==> src/rtl/conv_ctrl_pkg.sv <==
// rtl/conv_ctrl_pkg.sv - shared FSM encoding and width helper for the conv layer controller
package conv_ctrl_pkg;

  typedef enum logic [2:0] {
    ST_IDLE  = 3'd0,
    ST_FILL  = 3'd1,
    ST_RUN   = 3'd2,
    ST_DRAIN = 3'd3,
    ST_DONE  = 3'd4
  } conv_state_t;

  // Counter width that never collapses to zero bits for tiny ranges.
  function automatic int clog2_min1(input int n);
    return (n <= 2) ? 1 : $clog2(n);
  endfunction

endpackage

==> src/rtl/conv_group_mux.sv <==
// rtl/conv_group_mux.sv - selects one IFMAP_PAR-wide memory group onto the mult lanes
module conv_group_mux
  import conv_ctrl_pkg::*;
#(
  parameter int DATA_WIDTH    = 8,
  parameter int INPUT_NUM_MEM = 10,
  parameter int IFMAP_PAR     = 2,
  localparam int NUM_GROUPS   = INPUT_NUM_MEM / IFMAP_PAR,
  localparam int GRP_W        = clog2_min1(NUM_GROUPS)
) (
  input  logic [GRP_W-1:0]                    group_sel,
  input  logic                                en,
  input  logic [DATA_WIDTH*INPUT_NUM_MEM-1:0] data_all,
  output logic [DATA_WIDTH*IFMAP_PAR-1:0]     mux_all
);

  localparam int LANE_BITS = DATA_WIDTH * IFMAP_PAR;

  // Groups are contiguous in the memory bus, so lane j of group g is mem g*IFMAP_PAR+j.
  always_comb begin
    mux_all = '0;
    if (en) begin
      for (int g = 0; g < NUM_GROUPS; g++) begin
        if (group_sel == GRP_W'(g)) begin
          mux_all = data_all[g*LANE_BITS +: LANE_BITS];
        end
      end
    end
  end

endmodule

==> src/rtl/conv_layer_ctrl_gen.sv <==
// rtl/conv_layer_ctrl_gen.sv - conv layer sequencer: FSM, tap/group/pixel counters, enables, lane muxing
module conv_layer_ctrl_gen
  import conv_ctrl_pkg::*;
#(
  parameter int DATA_WIDTH    = 8,
  parameter int INPUT_NUM_MEM = 10,
  parameter int IFMAP_PAR     = 2,
  parameter int CYC_PER_GROUP = 9,
  parameter int OUT_W         = 8,
  parameter int OUT_H         = 8,
  parameter int NUM_ONEMULT   = 1,
  parameter int PIPE_DELAY    = 4,
  localparam int NUM_GROUPS   = INPUT_NUM_MEM / IFMAP_PAR,
  localparam int CYC_PER_PIX  = NUM_GROUPS * CYC_PER_GROUP,
  localparam int NUM_PIX      = OUT_W * OUT_H * NUM_ONEMULT,
  localparam int CNT_W        = clog2_min1(CYC_PER_PIX),
  localparam int GRP_W        = clog2_min1(NUM_GROUPS)
) (
  input  logic                                clock,
  input  logic                                reset_n,
  input  logic                                start,
  input  logic                                abort,
  input  logic                                stall,
  input  logic [DATA_WIDTH*INPUT_NUM_MEM-1:0] in_feature_q_a_all,
  input  logic [DATA_WIDTH*INPUT_NUM_MEM-1:0] in_feature_q_b_all,
  output logic [DATA_WIDTH*IFMAP_PAR-1:0]     in_feature_q_a_mux_all,
  output logic [DATA_WIDTH*IFMAP_PAR-1:0]     in_feature_q_b_mux_all,
  output logic                                mem_rden,
  output logic                                enable_addrger,
  output logic                                enable_mult,
  output logic                                accum_sload,
  output logic [CNT_W-1:0]                    count_sload,
  output logic [GRP_W-1:0]                    group_sel,
  output logic                                pix_done,
  output logic                                busy,
  output logic                                conv_done
);

  localparam int TAP_W = clog2_min1(CYC_PER_GROUP);
  localparam int PIX_W = clog2_min1(NUM_PIX);
  localparam int DLY_W = clog2_min1(PIPE_DELAY);

  if (INPUT_NUM_MEM % IFMAP_PAR != 0) begin : g_bad_par
    $error("INPUT_NUM_MEM must be a multiple of IFMAP_PAR");
  end

  conv_state_t      state, state_nxt;
  logic [DLY_W-1:0] dly_cnt;
  logic [TAP_W-1:0] tap_cnt;
  logic [CNT_W-1:0] cyc_cnt;
  logic [GRP_W-1:0] grp_cnt;
  logic [PIX_W-1:0] pix_cnt;

  logic dly_last, tap_last, grp_last, cyc_last, pix_last, in_run;

  assign dly_last = (dly_cnt == DLY_W'(PIPE_DELAY - 1));
  assign tap_last = (tap_cnt == TAP_W'(CYC_PER_GROUP - 1));
  assign grp_last = (grp_cnt == GRP_W'(NUM_GROUPS - 1));
  assign cyc_last = (cyc_cnt == CNT_W'(CYC_PER_PIX - 1));
  assign pix_last = (pix_cnt == PIX_W'(NUM_PIX - 1));
  assign in_run   = (state == ST_RUN);

  always_ff @(posedge clock or negedge reset_n) begin
    if (!reset_n) begin
      state <= ST_IDLE;
    end else begin
      state <= state_nxt;
    end
  end

  // Abort beats everything, including stall and a same-cycle start.
  always_comb begin
    state_nxt = state;
    if (abort) begin
      state_nxt = ST_IDLE;
    end else if (!stall) begin
      case (state)
        ST_IDLE:  if (start) state_nxt = ST_FILL;
        ST_FILL:  if (dly_last) state_nxt = ST_RUN;
        ST_RUN:   if (cyc_last && pix_last) state_nxt = ST_DRAIN;
        ST_DRAIN: if (dly_last) state_nxt = ST_DONE;
        ST_DONE:  state_nxt = ST_IDLE;
        default:  state_nxt = ST_IDLE;
      endcase
    end
  end

  always_ff @(posedge clock or negedge reset_n) begin
    if (!reset_n) begin
      dly_cnt <= '0;
      tap_cnt <= '0;
      cyc_cnt <= '0;
      grp_cnt <= '0;
      pix_cnt <= '0;
    end else if (abort) begin
      dly_cnt <= '0;
      tap_cnt <= '0;
      cyc_cnt <= '0;
      grp_cnt <= '0;
      pix_cnt <= '0;
    end else if (!stall) begin
      if (state == ST_FILL || state == ST_DRAIN) begin
        dly_cnt <= dly_last ? '0 : dly_cnt + 1'b1;
      end else begin
        dly_cnt <= '0;
      end
      // Group advance rides on the tap counter so no divide by CYC_PER_GROUP is needed.
      if (in_run) begin
        tap_cnt <= tap_last ? '0 : tap_cnt + 1'b1;
        cyc_cnt <= cyc_last ? '0 : cyc_cnt + 1'b1;
        if (tap_last) grp_cnt <= grp_last ? '0 : grp_cnt + 1'b1;
        if (cyc_last) pix_cnt <= pix_last ? '0 : pix_cnt + 1'b1;
      end else begin
        tap_cnt <= '0;
        cyc_cnt <= '0;
        grp_cnt <= '0;
        pix_cnt <= '0;
      end
    end
  end

  assign mem_rden       = (state == ST_FILL || in_run) && !stall;
  assign enable_addrger = mem_rden;
  assign enable_mult    = (in_run || state == ST_DRAIN) && !stall;
  assign accum_sload    = in_run && (cyc_cnt == '0);
  assign count_sload    = cyc_cnt;
  assign group_sel      = grp_cnt;
  assign pix_done       = in_run && cyc_last && !stall;
  assign busy           = (state != ST_IDLE);
  assign conv_done      = (state == ST_DONE) && !stall;

  conv_group_mux #(
    .DATA_WIDTH   (DATA_WIDTH),
    .INPUT_NUM_MEM(INPUT_NUM_MEM),
    .IFMAP_PAR    (IFMAP_PAR)
  ) u_mux_a (
    .group_sel(grp_cnt),
    .en       (in_run),
    .data_all (in_feature_q_a_all),
    .mux_all  (in_feature_q_a_mux_all)
  );

  conv_group_mux #(
    .DATA_WIDTH   (DATA_WIDTH),
    .INPUT_NUM_MEM(INPUT_NUM_MEM),
    .IFMAP_PAR    (IFMAP_PAR)
  ) u_mux_b (
    .group_sel(grp_cnt),
    .en       (in_run),
    .data_all (in_feature_q_b_all),
    .mux_all  (in_feature_q_b_mux_all)
  );

endmodule

==> config.mk <==
export PLATFORM = sky130hd
export DESIGN_NAME = conv_layer_ctrl_gen
export DESIGN_NICKNAME = d
export VERILOG_FILES = /design/src/rtl/conv_ctrl_pkg.sv /design/src/rtl/conv_group_mux.sv /design/src/rtl/conv_layer_ctrl_gen.sv
export SDC_FILE = /design/constraint.sdc
export NUM_CORES = 1
export LEC_CHECK = 0
export ABC_AREA = 0
export CAP_MARGIN = 20
export CORE_ASPECT_RATIO = 0.7
export CORE_MARGIN = 2
export CORE_UTILIZATION = 33
export CTS_BUF_LIST = sky130_fd_sc_hd__clkbuf_16
export DETAILED_ROUTE_END_ITERATION = 10
export PLACE_DENSITY_LB_ADDON = 0.1
export SYNTH_ARGS = -nofsm -noshare
export SYNTH_HDL_FRONTEND = slang
export SYNTH_HIERARCHICAL = 1
export SYNTH_SLANG_ARGS = --single-unit
==> constraint.sdc <==
create_clock -name clock -period 1.7 [get_ports clock]
set_input_delay 0.34 -clock clock [delete_from_list [all_inputs] [get_ports clock]]
set_output_delay 0.34 -clock clock [all_outputs]
set_load 0.01 [all_outputs]
Word level (Yosys, flattened, before mapping)
Index checks and enable logic that the tools add are counted.
{ "word_totals": {"regBits": 24, "in_bits": 165, "elab_cells": 89} }
{ "classes": {"add_sub_neg": 5, "eq_ne": 19, "n_mux": 41, "reduce_logical": 18} }
{ "ops": {"columns": ["op", "n"], "rows": [
  ["16-bit two-way mux", 12],
  ["6-bit two-way mux", 9],
  ["3-bit two-way mux", 11],
  ["4-bit two-way mux", 4],
  ["3-bit != test, second input constant", 5],
  ["6-bit by 1-bit adder with 6-bit output, second input constant", 2],
  ["3-bit by 2-bit == test with 1-bit output, second input constant", 4],
  ["6-bit == test, second input constant", 2],
  ["3-bit one-hot mux with 4 select lines", 1],
  ["2-bit two-way mux", 4],
  ["1-bit logical AND", 7],
  ["3-bit by 1-bit == test with 1-bit output, second input constant", 2],
  ["3-bit == test, second input constant", 2],
  ["3-bit logical NOT", 2],
  ["6-bit logical NOT", 1],
  ["5-bit AND reduction", 1],
  ["4-bit by 1-bit adder with 4-bit output, second input constant", 1],
  ["4-bit == test, second input constant", 1],
  ["2-bit AND reduction", 2],
  ["3-bit by 1-bit adder with 3-bit output, second input constant", 1],
  ["1-bit logical OR", 3],
  ["3-bit by 2-bit != test with 1-bit output, second input constant", 1],
  ["3-bit nonzero test", 1],
  ["2-bit by 1-bit adder with 2-bit output, second input constant", 1],
  ["other kinds (3)", 3]
]} }

Logic depth before layout (Yosys ltp)
Gate-level depths: netlist of run 1.
{ "logic_depth": {"ltp_word": 7, "depth_mapped": 7, "depth_no_buf": 6} }

By module
Netlist of run 1, hierarchy kept.
{ "by_module_without_submodules": {"columns": ["mod", "instances", "cells_per_inst", "area_per_inst_um2", "seq_area_each_um2"], "rows": [
  ["conv_layer_ctrl_gen", 1, 173, 1520.2, 600.6],
  ["conv_group_mux", 2, 116, 753.2, 0.0]
]} }

Worst setup path after synthesis of run 1
OpenSTA, ideal clock, no wires.
{ "synth_timing": {"kind": "register to output", "from": "register state[1]", "to": "output in_feature_q_a_mux_all[10]", "arrival_time_ps": 1536, "slack_ps": -176, "path_stages_with_launch": 7, "n_path_buf": 3, "path_cell_list": "dfrtp_1 -> clkbuf_1 -> nand2_1 -> inv_1 -> buf_1 -> clkbuf_1 -> o221a_1"} }
{ "synth_between": {"elab_chain_len": 2} }
{ "synth_lines": {"columns": ["element", "line", "source"], "rows": [
  ["start: declaration", "conv_layer_ctrl_gen.sv:47", "conv_state_t state, state_nxt;"],
  ["start signal: assignment", "conv_layer_ctrl_gen.sv:67", "state <= state_nxt;"],
  ["3-bit by 2-bit == test with 1-bit output", "conv_layer_ctrl_gen.sv:61", "assign in_run = (state == ST_RUN);"],
  ["named net in_run", "conv_layer_ctrl_gen.sv:54", "logic dly_last, tap_last, grp_last, cyc_last, pix_last, in_run;"],
  ["16-bit two-way mux", "conv_group_mux.sv:22", "if (en) begin"],
  ["end: declaration", "conv_layer_ctrl_gen.sv:26", "output logic [DATA_WIDTH*IFMAP_PAR-1:0] in_feature_q_a_mux_all,"]
]} }
The timed path passes the listed nets, and every way through them passes these cells.

Worst setup path after layout of run 1
{ "layout_timing": {"from": "register grp_cnt[0] (netlist: group_sel[0])", "to": "output in_feature_q_a_mux_all[8]"} }
{ "layout_between": {"elab_chain_len": 7} }
{ "layout_lines": {"columns": ["element", "line", "source"], "rows": [
  ["start: declaration", "conv_layer_ctrl_gen.sv:51", "logic [GRP_W-1:0] grp_cnt;"],
  ["start signal: assignment", "conv_layer_ctrl_gen.sv:111", "if (tap_last) grp_cnt <= grp_last ? '0 : grp_cnt + 1'b1;"],
  ["3-bit logical NOT", "conv_group_mux.sv:24", "if (group_sel == GRP_W'(g)) begin"],
  ["16-bit two-way mux (4 in series)", "conv_group_mux.sv:24", null],
  ["16-bit two-way mux (*)", "conv_group_mux.sv:24", null],
  ["16-bit two-way mux (*)", "conv_group_mux.sv:22", null]
]} }
Mark *: on every way between the ends. The rest lies on a longest branch, timed or not.

==> flow_summary_export.csv, run 1 <==
group,metric,value,unit
sta,final.setup_skew,0.00331,ns
hold_path,min_path_type,"in -> async",
routing,postRouteAntennaNets,0,
sta,fin_crit,2.12,ns
sta,fmax,472,MHz
setup_path,critPathTopFamily,"buffers and inverters",
yosys,synth_simple_gate_area_share,28.0,%
status,outcome,"finished with violations",
clocking,cts_tree,"yes",
routing,viasPerCell,5.28,
yosys,synthFlopType,"dfrtp_1",
yosys,synth_top_family_by_area,"simple AND/OR/NAND/NOR gates",
setup_path,cp-end-kind,"output pin",
yosys,avgSynthCellArea,7.47,um^2
clocking,cts_max_path_buffers,2,
setup_path,crit_path_start_kind,"flip-flop",
sta,finalWorstSetupSlack,-0.420,ns
setup_path,crit_buf_inv,3,
cells_and_area,fin_nets,829,
floorplan,initial_core_util,33.6,%
yosys,ys_ff_latch,24,
grt,grt_pass1_vias,4088,
sta,tightest_slew,0.338,ns
cells_and_area,final_cell_mix,"clkdlybuf4s50_1 (166), nor2_1 (68), nand2_1 (53), buf_4 (48), mux2i_1 (35)",
sta,hold_viol,0,
status,failed_checks,"setup timing",
yosys,syn-cell-area,0.00303,mm^2
setup_path,crit_arrival,1.78,ns
clocking,clock_sink_count,24,
routing,drc,0,
routing,dr.pass1.iters,4,
cells_and_area,diodes,0,
place,port_buffers,212,
power_and_ir_drop,power_density,306,mW/mm^2
sta,period_share,125,%
yosys,synth-compound-area-share,26.2,%
setup_path,crit_cells,5,
sta,rsz0062_at_grt,"true",
floorplan,std_cell_rows,29,
sta,slew_headroom,77.4,%
cells_and_area,drive_gt1_share,26.1,%
place,dp_hpwl,10500,um
grt,grt_pass1_wl,21100,um
floorplan,dieArea,0.00997,mm^2
yosys,seq_area_frac_synth,19.8,%
floorplan,io_pins,213,
yosys,ys_warn_count,6,
sta,setup_viol,40,
place,gp_congestion,0.889,
yosys,syn_inst,405,
routing,wl_per_cell,17.6,um
clocking,clk_latency,0.26,ns
clocking,clkTransAtPathRegs,0.07,ns
place,pre_cts_slack,-0.508,ns
power_and_ir_drop,power,0.00183,W
routing,wl,13700,um
setup_path,crit_required,1.36,ns
floorplan,die_w,118,um
cells_and_area,layout_commonest_cell,"clkdlybuf4s50_1",
floorplan,die_y,84.1,um
power_and_ir_drop,leakage,2.48,nW
yosys,synth_edf_count,0,
clocking,cts_buffers,3,
grt,grt_max_degree,33,
setup_path,path_class,"reg -> out",
grt,grt_usage,26.0,%
floorplan,coreArea,0.00900,mm^2
yosys,yosysUniqueCellTypes,50,
cells_and_area,area_growth,97.7,%
sta,holdWs,0.433,ns
routing,via_count,4113,
yosys,synth_nets,578,
yosys,synth_xor_area_share,0.289,%
grt,antenna_found_initial,0,
routing,drtIter0Drc,221,
sta,final_max_slew_viol_count,0,
flow_run,maxCapViolCount,0,
setup_path,path_cells,"buf_4 > or3b_4 > buf_8 > o221a_1 > buf_2",
power_and_ir_drop,vdd_ir_drop_max,361,uV
setup_path,crit_path_max_incr_delay,0.43,ns
yosys,synth_adder_area_share,3.31,%
setup_path,cp_max_fo,11,
setup_path,slowest_stage,"dfrtp_2",
clocking,cts_root_buffer,"clkbuf_16",
clocking,ctsHtreeMaxLevel,1,
yosys,muxShareOfSynthArea,11.9,%
setup_path,rr_worst_depth,8,
yosys,async_flop_share,100,%
grt,overflow,0,
cell families after synthesis:
kind of cell	Yosys count
adder cells (fa/ha/maj)	8
AO/OA/AOI/OAI	104
AND/OR/NAND/NOR	178
buffers and inverters	54
XOR/XNOR	1
multiplexers	36
flip-flops	24
stage by stage:
stage	instances	instance area (um^2)	setup TNS [ns]	util, %
CTS	776	5850	-14.22	65.0
floorplan	405	3040	-2.27	-
global placement	755	5550	-19.72	61.7
detailed placement	755	5550	-20.98	61.7
global route	779	5980	-16.09	66.5
finish	779	5980	-13.65	66.5
where the power goes:
part / switching, W / internal (W) / total (W) / leakage [nW]
sequential: 0.00000178 / 0.000573 / 0.000575 / 0.330
clock: 0.000215 / 0.000469 / 0.000683 / 0.0511
combinational: 0.000159 / 0.000414 / 0.000573 / 2.10
registers in the layout, summed over array words and instances (netlist names):
register	flops
count_sload	6
dly_cnt	2
group_sel	3
pix_cnt	6
state	3
tap_cnt	4
area by class of cell:
| cell class | count | area [um^2] |
|---|---|---|
| repair buffers | 290 | 2740 |
| fillers | 755 | 3010 |
| flip-flops and latches | 24 | 604 |
| well taps | 124 | 155 |
| clock buffers | 3 | 75.1 |
| inverters | 10 | 37.5 |
| multi-input cells | 327 | 2340 |
| clock inverters | 1 | 30.0 |
final timing paths:
| kind | start | to | slack [ns] |
|---|---|---|---|
| worst max register to register | count_sload[1] | count_sload[0] | -0.13 |
| max in group asynchronous | reset_n | group_sel[1] | 1.00 |
| worst max-delay path | group_sel[0] | in_feature_q_a_mux_all[8] | -0.42 |
| min in group clock | tap_cnt[2] | tap_cnt[2] | 0.49 |
| worst min-delay path | reset_n | count_sload[0] | 0.43 |
| worst min register to register | tap_cnt[2] | tap_cnt[2] | 0.49 |
worst register-to-register path, stage by stage, from the launching register on:
cell     delay (ns)
dfrtp_1        0.36
inv_2          0.06
ha_4           0.16
buf_6          0.11
and4b_2        0.22
buf_6          0.14
and2_4         0.14
or4_4          0.42
a21oi_2        0.14
synth_stat cells (2+ instances only):
cell      instances  share of area [%]
nand4b_1          2               0.58
and2_1            2               0.41
nor3_1            5               0.83
nor2b_1           2               0.41
a21oi_1           8                1.3
buf_2            17                2.8
buf_6            11                4.1
buf_4             3               0.74
o21a_1            4               0.99
nand3_1          15                2.5
or4_1             3               0.74
inv_1            10                1.2
o22ai_1          32                6.6
dfrtp_1          24                 20
clkbuf_1         11                1.4
nand2b_1          4               0.83
nor2_1           70                8.7
nand2_1          54                6.7
or3b_1            2               0.58
o21ai_0          13                2.1
mux2i_1          36                 12
buf_1             2               0.25
nand3b_1          2               0.50
o21ai_1           6               0.99
or2_1             4               0.83
o31ai_1           3               0.74
o221a_1          30                 11
ha_1              8                3.3
per-layer routing:
| metal | global-route usage [%] | vias to the layer above | part of all wire [%] |
|---|---|---|---|
| li1 | - | 1979 | - |
| met1 | 32.0 | 1952 | 42 |
| met2 | 47.2 | 166 | 49 |
| met3 | 5.60 | 16 | 7.3 |
| met4 | 4.76 | 0 | 1.7 |
| met5 | 0 | - | 0 |
timing repair:
action	CTS	global route
buffers inserted	16	6
pin swaps	14	19
hold buffers	0	0
setup endpoints to repair	51	58
gates resized for setup	210	38
gates cloned	2	0
(Power assumes the default switching activity.)
==> run 2: changes to the inputs <==
--- a/config.mk
+++ b/config.mk
@@ -7,9 +7,8 @@
 export LEC_CHECK = 0
 export ABC_AREA = 0
 export CAP_MARGIN = 20
-export CORE_ASPECT_RATIO = 0.7
 export CORE_MARGIN = 2
-export CORE_UTILIZATION = 33
+export CORE_UTILIZATION = 30
 export CTS_BUF_LIST = sky130_fd_sc_hd__clkbuf_16
 export DETAILED_ROUTE_END_ITERATION = 10
 export PLACE_DENSITY_LB_ADDON = 0.1
==> flow_summary_export.csv, run 2 (same netlist as run 1, synthesis figures left out) <==
group,metric,value,unit
routing,viasPerCell,5.21,
grt,grt_usage,25.3,%
setup_path,crit_path_max_incr_delay,0.43,ns
setup_path,path_cells,"buf_6 > or3b_4 > buf_6 > o221a_1 > buf_2",
clocking,clock_sink_count,24,
sta,rsz0062_at_grt,"true",
setup_path,crit_path_start_kind,"flip-flop",
routing,drtIter0Drc,202,
setup_path,crit_arrival,1.76,ns
place,dp_hpwl,10600,um
sta,setup_viol,36,
grt,grt_pass1_vias,4025,
sta,period_share,123,%
setup_path,cp_max_fo,8,
setup_path,path_class,"reg -> out",
cells_and_area,drive_gt1_share,28.0,%
clocking,cts_max_path_buffers,2,
sta,fmax,476,MHz
clocking,ctsHtreeMaxLevel,1,
setup_path,cp-end-kind,"output pin",
routing,wl,14500,um
power_and_ir_drop,power_density,299,mW/mm^2
grt,overflow,0,
sta,final_max_slew_viol_count,0,
routing,dr.pass1.iters,5,
power_and_ir_drop,leakage,2.51,nW
place,port_buffers,212,
clocking,clk_latency,0.26,ns
clocking,clkTransAtPathRegs,0.07,ns
grt,grt_pass1_wl,22600,um
cells_and_area,final-seq-area,604,um^2
clocking,cts_buffers,3,
routing,via_count,4110,
grt,grt_max_degree,33,
status,failed_checks,"setup timing",
sta,slew_headroom,78.3,%
setup_path,crit_required,1.36,ns
floorplan,coreArea,0.00977,mm^2
floorplan,io_pins,213,
sta,final.setup_skew,0.00709,ns
floorplan,dieArea,0.0109,mm^2
cells_and_area,fin_nets,830,
sta,finalWorstSetupSlack,-0.399,ns
setup_path,cpMostUsedCell,"buf_6",
cells_and_area,layout_commonest_cell,"clkdlybuf4s50_1",
setup_path,slowest_stage,"dfrtp_2",
hold_path,min_path_type,"in -> async",
cells_and_area,fillers,849,
routing,drc,0,
status,outcome,"finished with violations",
routing,postRouteAntennaNets,0,
power_and_ir_drop,power,0.00183,W
floorplan,initial_core_util,31.0,%
floorplan,std_cell_rows,36,
cells_and_area,area_growth,102,%
cells_and_area,final_cell_mix,"clkdlybuf4s50_1 (164), nor2_1 (70), nand2_1 (53), buf_4 (49), mux2i_1 (34)",
clocking,holdBufCountCts,0,
grt,antenna_found_initial,0,
sta,hold_viol,0,
sta,finalSetupTns,-12.08,ns
clocking,cts_root_buffer,"clkbuf_16",
sta,tightest_slew,0.326,ns
place,gp_congestion,0.957,
power_and_ir_drop,vdd_ir_drop_max,610,uV
floorplan,die_w,104,um
clocking,cts_tree,"yes",
flow_run,maxCapViolCount,0,
routing,wl_per_cell,18.4,um
floorplan,die_y,104,um
sta,fin_crit,2.10,ns
cells_and_area,diodes,0,
cells_and_area,multi_input_area,0.00242,mm^2
==> run 2: changes by cell type in the layout (fill, tap and decap cells not counted), sizes merged <==
cell,before,now
buf,115,118
dlygate4sd2,3,6
clkbuf,6,4
clkdlybuf4s50,166,164
dlymetal6s2s,3,2
==> run 2: worst max-delay path: cells and delay by family, from the launching register on <==
| family | cells | cell delay [ns] |
|---|---|---|
| buffers and inverters | 3 | 0.43 |
| DFF | 1 | 0.43 |
| AOI/OAI and AO/OA | 1 | 0.25 |
| and+or+nand+nor | 1 | 0.39 |
==> run 2: per-stage QoR <==
step           setup WS (ns)  hold slack, ns  instances  util, %  area, um^2
6_report              -0.399           0.438        789     62.5        6110
5_1_grt               -0.448           0.500        789     62.5        6110
4_1_cts               -0.393           0.454        786     61.1        5970
3_5_place_dp          -0.523           0.488        764     56.9        5570
3_3_place_gp          -0.515           0.478        764     56.9        5570
2_1_floorplan         -0.109          0.0444        405        -        3040
==> run 2: path summary, 6_finish.rpt <==
path	slack (ns)	from	depth (start not counted)	endpoint
min reg2reg	0.50	tap_cnt[2]	1	tap_cnt[2]
min in group clock	0.50	tap_cnt[2]	1	tap_cnt[2]
max	-0.40	group_sel[1]	5	in_feature_q_a_mux_all[15]
min	0.44	reset_n	2	count_sload[5]
max in group asynchronous	0.99	reset_n	2	group_sel[0]
max reg2reg	-0.07	count_sload[1]	7	count_sload[0]
==> run 2: area by class of cell <==
| cell class | instances | share of cell area, % |
|---|---|---|
| clock buffer | 3 | 1.23 |
| clock inverter | 1 | 0.491 |
| inverter | 10 | 0.614 |
| multi-input combinational | 327 | 39.6 |
| sequential | 24 | 9.89 |
| tap | 133 | 2.72 |
| timing repair buffer | 291 | 45.5 |
==> run 2: power breakdown <==
| part | total, W | internal [W] | switching [W] |
|---|---|---|---|
| logic | 0.000570 | 0.000414 | 0.000156 |
| clock network | 0.000685 | 0.000469 | 0.000217 |
| registers | 0.000575 | 0.000573 | 0.00000188 |
==> run 2: layer usage <==
metal  track usage (%)  share of wire, %  up-vias
met3              4.20               6.4       23
met1              32.8                42     1936
li1                  -                 -     1979
met5                 0                 0        -
met2              44.1                50      172
met4              5.41               2.0        0
==> run 2: timing repair <==
action                     CTS  global route
buffers inserted            13             5
setup endpoints to repair   49            51
pin swaps                   22            18
cloned                       5             1
resized for setup          230            39
==> run 3: changes to the inputs <==
--- a/config.mk
+++ b/config.mk
@@ -7,10 +7,10 @@
 export LEC_CHECK = 0
 export ABC_AREA = 0
 export CAP_MARGIN = 20
-export CORE_MARGIN = 2
 export CORE_UTILIZATION = 30
 export CTS_BUF_LIST = sky130_fd_sc_hd__clkbuf_16
 export DETAILED_ROUTE_END_ITERATION = 10
+export HOLD_SLACK_MARGIN = 0.12
 export PLACE_DENSITY_LB_ADDON = 0.1
 export SYNTH_ARGS = -nofsm -noshare
 export SYNTH_HDL_FRONTEND = slang
==> flow_summary_export.csv, run 3 (same netlist as run 1, synthesis figures left out) <==
group,metric,value,unit
routing,wl,13800,um
floorplan,die_y,102,um
routing,drc,0,
clocking,cts_buffers,3,
sta,tightest_slew,0.331,ns
status,failed_checks,"setup timing",
grt,antenna_found_initial,0,
clocking,ctsHtreeMaxLevel,1,
power_and_ir_drop,leakage,2.47,nW
place,dp_hpwl,10100,um
setup_path,critPathTopFamily,"buffers and inverters",
routing,viasPerCell,5.32,
flow_run,maxCapViolCount,0,
routing,wl_per_cell,17.7,um
grt,grt_pass1_wl,19000,um
setup_path,path_cells,"buf_6 > or3b_4 > buf_6 > o221a_1 > buf_2",
clocking,holdBufCountCts,0,
power_and_ir_drop,power,0.00183,W
floorplan,die_w,102,um
floorplan,std_cell_rows,36,
cells_and_area,fin_nets,823,
setup_path,cpMostUsedCell,"buf_6",
floorplan,dieArea,0.0105,mm^2
sta,rsz0062_at_grt,"true",
sta,fmax,488,MHz
routing,top_layer_used,"met4",
place,gp_congestion,0.841,
sta,finalWorstSetupSlack,-0.350,ns
clocking,cts_tree,"yes",
routing,dr.pass1.iters,5,
clocking,clkTransAtPathRegs,0.07,ns
routing,postRouteAntennaNets,0,
sta,fin_crit,2.05,ns
setup_path,crit_path_max_incr_delay,0.40,ns
grt,grt_pass1_vias,3814,
setup_path,crit_buf_inv,3,
grt,grt_usage,23.0,%
hold_path,min_path_type,"in -> async",
sta,slew_headroom,77.9,%
cells_and_area,layout_commonest_cell,"clkdlybuf4s50_1",
cells_and_area,drive_gt1_share,27.0,%
setup_path,crit_arrival,1.71,ns
sta,final_max_slew_viol_count,0,
grt,grt_max_degree,33,
routing,wl_met3,996,um
setup_path,cp-end-kind,"output pin",
routing,via_count,4160,
routing,wl_met2,7120,um
power_and_ir_drop,vdd_ir_drop_max,319,uV
power_and_ir_drop,power_density,305,mW/mm^2
setup_path,crit_path_start_kind,"flip-flop",
cells_and_area,final_cell_mix,"clkdlybuf4s50_1 (164), nor2_1 (63), nand2_1 (52), buf_4 (46)",
floorplan,coreArea,0.00977,mm^2
status,outcome,"finished with violations",
setup_path,crit_required,1.36,ns
setup_path,cp_max_fo,8,
sta,final.setup_skew,0.00634,ns
routing,route.layer.met1.wl,5420,um
clocking,cts_max_path_buffers,2,
sta,finalSetupTns,-10.99,ns
floorplan,io_pins,213,
routing,drtIter0Drc,179,
cells_and_area,area_growth,98.4,%
sta,setup_viol,37,
cells_and_area,diodes,0,
clocking,clock_sink_count,24,
clocking,cts_root_buffer,"clkbuf_16",
floorplan,initial_core_util,31.0,%
setup_path,slowest_stage,"or3b_4",
sta,hold_viol,0,
setup_path,path_class,"reg -> out",
grt,overflow,0,
place,port_buffers,212,
sta,period_share,121,%
clocking,clk_latency,0.26,ns
[run 3: cell types whose count changed in the layout (fill, tap and decap cells not counted), sizes merged]
cell,change
clkdlybuf4s15,+1
dlymetal6s2s,+1
clkbuf,-1
buf,-8
[run 3: area by class of cell]
class	instances	area, um^2
tap	133	166
inverter	10	37.5
clock inverter	1	30.0
clock buffer	3	75.1
timing repair buffer	284	2700
fill	899	3770
sequential	24	603
multi-input combinational	327	2390
[run 3: final timing paths]
kind / startpoint / endpoint / slack (ns) / cells after the start
worst max register to register: state[0] / pix_cnt[5] / -0.07 / 6
worst min-delay path: reset_n / count_sload[5] / 0.45 / 2
max in group asynchronous: reset_n / group_sel[0] / 0.97 / 2
min in group clock: tap_cnt[2] / tap_cnt[2] / 0.49 / 1
worst min register to register: tap_cnt[2] / tap_cnt[2] / 0.49 / 1
worst max-delay path: group_sel[2] / in_feature_q_b_mux_all[4] / -0.35 / 5
[run 3: per-stage QoR]
step | util [%] | setup WS [ns] | instance area (um^2) | hold slack [ns] | instances
after detailed placement | 56.8 | -0.539 | 5550 | 0.493 | 759
after floorplan | - | -0.109 | 3040 | 0.0444 | 405
after global placement | 56.8 | -0.502 | 5550 | 0.478 | 759
after CTS | 57.9 | -0.348 | 5660 | 0.459 | 771
after global routing | 61.4 | -0.395 | 6010 | 0.500 | 782
final | 61.4 | -0.350 | 6010 | 0.450 | 782
[run 3: report_power, final]
group	total [W]	internal [W]	leakage (nW)	switching, W
clock	0.000683	0.000469	0.0511	0.000215
combinational	0.000575	0.000415	2.09	0.000160
sequential	0.000575	0.000573	0.331	0.00000212
[run 3: metal layers]
layer / vias to the layer above / GRT usage [%]
met5: - / 0
met3: 27 / 3.28
met2: 194 / 41.8
met4: 0 / 7.03
met1: 1965 / 27.7
li1: 1974 / -
[run 3: repair_timing]
action                     CTS  global route
buffers inserted             6            12
pin swaps                   14            27
setup endpoints to repair   51            47
cloned                       2             1
hold endpoints to repair     0             0
gates resized for setup    198            57
